### config.mk
export PLATFORM = sky130hd
export DESIGN_NAME = botones_antirrebote
export DESIGN_NICKNAME = d
export VERILOG_FILES = /design/src/rtl/botones_antirrebote.sv
export SDC_FILE = /design/constraint.sdc
export NUM_CORES = 1
export LEC_CHECK = 0
export CAP_MARGIN = 20
export CORE_MARGIN = 2
export CORE_UTILIZATION = 30
export CTS_CLUSTER_DIAMETER = 80
export DETAILED_ROUTE_END_ITERATION = 7
export PLACE_DENSITY_LB_ADDON = 0.25
export SLEW_MARGIN = 20
export SYNTH_ARGS = -nofsm -noshare
export SYNTH_HDL_FRONTEND = slang
export SYNTH_SLANG_ARGS = --single-unit
### constraint.sdc
create_clock -name clk -period 1.9 [get_ports clk]
set_input_delay 0.38 -clock clk [delete_from_list [all_inputs] [get_ports clk]]
set_output_delay 0.38 -clock clk [all_outputs]
set_load 0.03 [all_outputs]
### src/rtl/botones_antirrebote.sv
// Multi-channel push-button debouncer: 2-flop synchronizer, tick-driven stability
// filter, press/release edge pulses and an optional per-channel auto-repeat FSM.
module botones_antirrebote #(
    parameter int N_CANALES = 4,
    parameter int MUESTRAS  = 8,
    parameter int PRESCALER = 1,
    parameter int T_LARGO   = 0,
    parameter int T_REPETIR = 1
) (
    input  logic                 clk,
    input  logic                 rst,
    input  logic [N_CANALES-1:0] btn,
    output logic [N_CANALES-1:0] salida,
    output logic [N_CANALES-1:0] pulso_presion,
    output logic [N_CANALES-1:0] pulso_suelta,
    output logic [N_CANALES-1:0] pulso_repetir
);

    localparam int PW    = (PRESCALER > 1) ? $clog2(PRESCALER) : 1;
    localparam int CW    = $clog2(MUESTRAS);
    localparam int T_MAX = (T_LARGO > T_REPETIR) ? T_LARGO : T_REPETIR;
    localparam int HW    = (T_MAX > 1) ? $clog2(T_MAX) : 1;

    typedef enum logic [1:0] {SUELTO, ESPERA, REPITE} estado_t;

    logic [N_CANALES-1:0] sync1_q, sync2_q;
    logic [PW-1:0]        presc_q, presc_d;
    logic                 tick;

    logic [CW-1:0]        estab_q [N_CANALES];
    logic [CW-1:0]        estab_d [N_CANALES];
    logic [HW-1:0]        hold_q  [N_CANALES];
    logic [HW-1:0]        hold_d  [N_CANALES];
    estado_t              estado_q [N_CANALES];
    estado_t              estado_d [N_CANALES];

    logic [N_CANALES-1:0] salida_q, salida_d;
    logic [N_CANALES-1:0] presion_q, presion_d;
    logic [N_CANALES-1:0] suelta_q, suelta_d;
    logic [N_CANALES-1:0] repetir_q, repetir_d;

    always_comb begin
        tick    = (presc_q == PW'(PRESCALER - 1));
        presc_d = tick ? '0 : presc_q + PW'(1);
    end

    always_comb begin
        // NOTE: every variable gets a default before any branch, so no path can infer a latch.
        salida_d  = salida_q;
        presion_d = '0;
        suelta_d  = '0;
        repetir_d = '0;
        for (int c = 0; c < N_CANALES; c++) begin
            estab_d[c]  = estab_q[c];
            hold_d[c]   = hold_q[c];
            estado_d[c] = estado_q[c];

            // Stability filter: any sample matching the accepted level discards the partial count.
            if (tick) begin
                if (sync2_q[c] == salida_q[c]) begin
                    estab_d[c] = '0;
                end else if (estab_q[c] == CW'(MUESTRAS - 1)) begin
                    estab_d[c]   = '0;
                    salida_d[c]  = ~salida_q[c];
                    presion_d[c] = ~salida_q[c];
                    suelta_d[c]  = salida_q[c];
                end else begin
                    estab_d[c] = estab_q[c] + CW'(1);
                end
            end

            case (estado_q[c])
                SUELTO: begin
                    if (T_LARGO != 0 && presion_d[c]) begin
                        estado_d[c] = ESPERA;
                        hold_d[c]   = '0;
                    end
                end
                ESPERA: begin
                    if (suelta_d[c]) begin
                        estado_d[c] = SUELTO;
                        hold_d[c]   = '0;
                    end else if (tick) begin
                        if (hold_q[c] == HW'(T_LARGO - 1)) begin
                            repetir_d[c] = 1'b1;
                            hold_d[c]    = '0;
                            estado_d[c]  = REPITE;
                        end else begin
                            hold_d[c] = hold_q[c] + HW'(1);
                        end
                    end
                end
                REPITE: begin
                    // A release always wins over a repeat that would fire on the same edge.
                    if (suelta_d[c]) begin
                        estado_d[c] = SUELTO;
                        hold_d[c]   = '0;
                    end else if (tick) begin
                        if (hold_q[c] == HW'(T_REPETIR - 1)) begin
                            repetir_d[c] = 1'b1;
                            hold_d[c]    = '0;
                        end else begin
                            hold_d[c] = hold_q[c] + HW'(1);
                        end
                    end
                end
                default: begin
                    estado_d[c] = SUELTO;
                    hold_d[c]   = '0;
                end
            endcase
        end
    end

    always_ff @(posedge clk) begin
        // NOTE: non-blocking assignments keep every register sampling pre-edge values.
        if (rst) begin
            sync1_q   <= '0;
            sync2_q   <= '0;
            presc_q   <= '0;
            salida_q  <= '0;
            presion_q <= '0;
            suelta_q  <= '0;
            repetir_q <= '0;
            for (int c = 0; c < N_CANALES; c++) begin
                estab_q[c]  <= '0;
                hold_q[c]   <= '0;
                estado_q[c] <= SUELTO;
            end
        end else begin
            sync1_q   <= btn;
            sync2_q   <= sync1_q;
            presc_q   <= presc_d;
            salida_q  <= salida_d;
            presion_q <= presion_d;
            suelta_q  <= suelta_d;
            repetir_q <= repetir_d;
            for (int c = 0; c < N_CANALES; c++) begin
                estab_q[c]  <= estab_d[c];
                hold_q[c]   <= hold_d[c];
                estado_q[c] <= estado_d[c];
            end
        end
    end

    assign salida        = salida_q;
    assign pulso_presion = presion_q;
    assign pulso_suelta  = suelta_q;
    assign pulso_repetir = repetir_q;

endmodule

==> run_results.csv <==
group,metric,value,unit
run_status,status,"complete, no violations",
detailed_routing,dr.pass1.iters,3,
sta,min_period,1.76,ns
detailed_routing,vias_per_cell,4.41,
worst_setup_path,cp_max_fo,5,
hold_path,min_path_cells,1,
sta,setup_violations,0,
worst_setup_path,cpMaxStageDelayCell,"clkdlybuf4s50_1",
finish,multiInputGateArea,591,sq um
power_and_ir_drop,leakagePower,0.000593,uW
detailed_routing,drc_errors,0,
floorplan,die_h,69.5,um
finish,drive_above_1_share,6.80,%
worst_setup_path,crit_family,"buffers and inverters",
power_and_ir_drop,netSwitchingFraction,20.9,%
worst_setup_path,cp.required,1.52,ns
worst_setup_path,crit_cells,1,
clock_network,cts_tree,"yes",
yosys,synth_seq_cells,33,
floorplan,die_x,69.5,um
detailed_routing,vias,868,
power_and_ir_drop,combPwrFrac,3.9,%
finish,n_antenna_cell,0,
finish,final_area,1580,sq um
yosys,avgSynthCellArea,10.1,sq um
worst_setup_path,max_stage_delay,0.70,ns
floorplan,io_pins,22,
sta,slew_viol_final,0,
yosys,synthMuxAreaShare,3.11,%
clock_network,cts_buffers,5,
yosys,syn_inst,127,
place,hpwl,1530,um
yosys,seq_area_frac_synth,51.4,%
yosys,synthesis.area,1290,sq um
sta,hold_ws,0.443,ns
sta,tightest_slew,0.728,ns
clock_network,cts_hold_buf,0,
clock_network,htreeDepth,2,
power_and_ir_drop,switchingPower,268,uW
finish,final_common_cell,"dfxtp_1",
sta,fin_crit_sh,92.6,%
worst_setup_path,crit_arrival,1.38,ns
worst_setup_path,worst_setup_path_start_kind,"register",
global_routing,grt_antenna_before_repair,0,
power_and_ir_drop,power.share.clock,40.2,%
finish,final_cell_mix,"dfxtp_1 (33), nand2_1 (21), clkdlybuf4s50_1 (17), nor2b_1 (12), ha_1 (11)",
worst_setup_path,path_cells,"clkdlybuf4s50_1",
finish,fillers,404,
clock_network,clk_latency,0.28,ns
worst_setup_path,r2r-end,"estab_q[3][1]",
finish,seq_area,661,sq um
finish,fin_util,38.9,%
sta,rsz0062_at_grt,"false",
sta,tns,0,ns
run,cap_violations,0,
place,post_dp_cell_area,1490,sq um
clock_network,ctsResizeCount,0,
clock_network,cts.path.max_buffers,2,
yosys,synth_top_family_by_area,"simple AND/OR/NAND/NOR gates",
global_routing,grt_pass1_wl,3890,um
global_routing,grt_pass1_vias,921,
clock_network,cts_setup_buffers,0,
worst_setup_path,end_kind,"primary output",
yosys,synth-xor-area-share,2.72,%
detailed_routing,ant_nets,0,
finish,syn_to_final_growth,22.7,%
hold_path,worstHoldStart,"sync1_q[3]",
sta,max_freq,569,MHz
worst_setup_path,timing.rr.start,"estab_q[3][0]",
worst_setup_path,r2r_slack,0.42,ns
global_routing,grt_usage,10.3,%
power_and_ir_drop,ir_worst_vdd,0.415,mV
global_routing,grt-ovfl-total,0,
floorplan,placeableCoreArea,4060,sq um
power_and_ir_drop,p_int,1010,uW
clock_network,clk_pin_slew_worst_paths,0.06,ns
sta,hold_viol_final,0,
power_and_ir_drop,power_frac_seq,56.0,%
place,portBuffers,17,
yosys,synth_warnings,0,
worst_setup_path,critPathKind,"reg -> out",
clock_network,cts.sinks,33,
global_routing,grt_start_max_net_pins,25,
yosys,ys_types,18,
detailed_routing,drt-initial-drc-count,14,
yosys,synthAdderAreaFrac,10.7,%
floorplan,start_util,31.7,%
worst_setup_path,path_buf_inv,1,
floorplan,die_area,4830,sq um
power_and_ir_drop,power_density,811,nW/um^2
yosys,synth_compound_gate_area_share,5.16,%
place,place_congestion,0.666,
hold_path,holdPathEnd,"sync2_q[3]",
worst_setup_path,rr_worst_depth,4,
floorplan,num_rows,23,
sta,final.setup_skew,0.00273,ns
clock_network,clockRootBuffer,"clkbuf_8",
sta,maxSlewHeadroom,51.4,%
detailed_routing,routed_wl,2140,um
yosys,synthSimpleGateAreaFrac,22.8,%
finish,nets,164,
detailed_routing,wl_per_cell,10.9,um
hold_path,hold_class,"reg -> reg",
worst_setup_path,critPathLaunch,"salida[3]",
-- state kept, by name (all words and copies together), names as in the netlist --
| signal | cells |
|---|---|
| estab_q | 12 |
| salida | 4 |
| sync1_q | 4 |
| presc_q | 1 |
| pulso_presion | 4 |
| sync2_q | 4 |
| pulso_suelta | 4 |
-- per-layer routing --
layer / wire length [um] / vias to the layer above / part of all wire [%] / GRT usage, %
met1: 940 / 388 / 44 / 10.6
met4: 29 / 0 / 1.4 / 4.79
met3: 92 / 3 / 4.3 / 5.23
met5: 0 / - / 0 / 0
met2: 1080 / 18 / 50 / 17.3
li1: - / 459 / - / -
-- synth_stat cells --
master,count,share of area (%)
a21oi_1,7,2.7
buf_2,1,0.39
buf_4,4,2.3
clkbuf_1,4,1.2
conb_1,1,0.29
dfxtp_1,33,51
ha_1,11,11
mux2i_1,4,3.1
nand2_1,21,6.1
nor2_1,4,1.2
nor2_2,1,0.49
nor2b_1,12,5.8
nor3b_1,8,4.7
o22ai_1,5,2.4
or3b_2,2,1.4
or4_1,4,2.3
or4b_1,1,0.78
xnor2_1,4,2.7
-- area by class of cell --
type,count,share of cell area [%]
sequential,33,41.9
multi-input combinational,89,37.4
timing repair buffer,18,11.3
clock buffer,7,5.47
tap,50,3.97
-- per-stage QoR --
stage               total power [uW]  std cells  worst slack [ns]
floorplan                        770        131             0.513
global placement                 780        190             0.340
detailed placement               781        190             0.338
CTS                             1300        197             0.116
global route                    1350        197            0.0737
finish                          1280        197             0.141
-- power groups by stage --
stage / logic, uW / clock network [uW] / registers [uW]
after floorplan: 45.7 / 0 / 724
after global placement: 49.0 / 0 / 731
after detailed placement: 50.1 / 0 / 731
after CTS: 50.2 / 536 / 716
after global routing: 54.8 / 581 / 718
final: 49.3 / 514 / 716
-- cells by family (layout without fill, tap and decap cells) --
kind of cell    count (synthesis)  in the layout
compound gates                 12             12
xor+xnor                        4              4
fa+ha+maj                      11             11
buf+inv                         9             25
flops                          33             33
mux                             4              4
other cells                     1              5
simple gates                   53             53
-- worst max path at each step --
stage	endpoint	slack, ns
3_3_place_gp	pulso_presion[2]	0.34
4_1_cts	salida[3]	0.12
6_report	salida[3]	0.14
2_1_floorplan	estab_q[0][2]	0.51
3_5_place_dp	pulso_suelta[0]	0.34
5_1_grt	salida[2]	0.07
No activity file was read; power rests on OpenSTA's default activity.
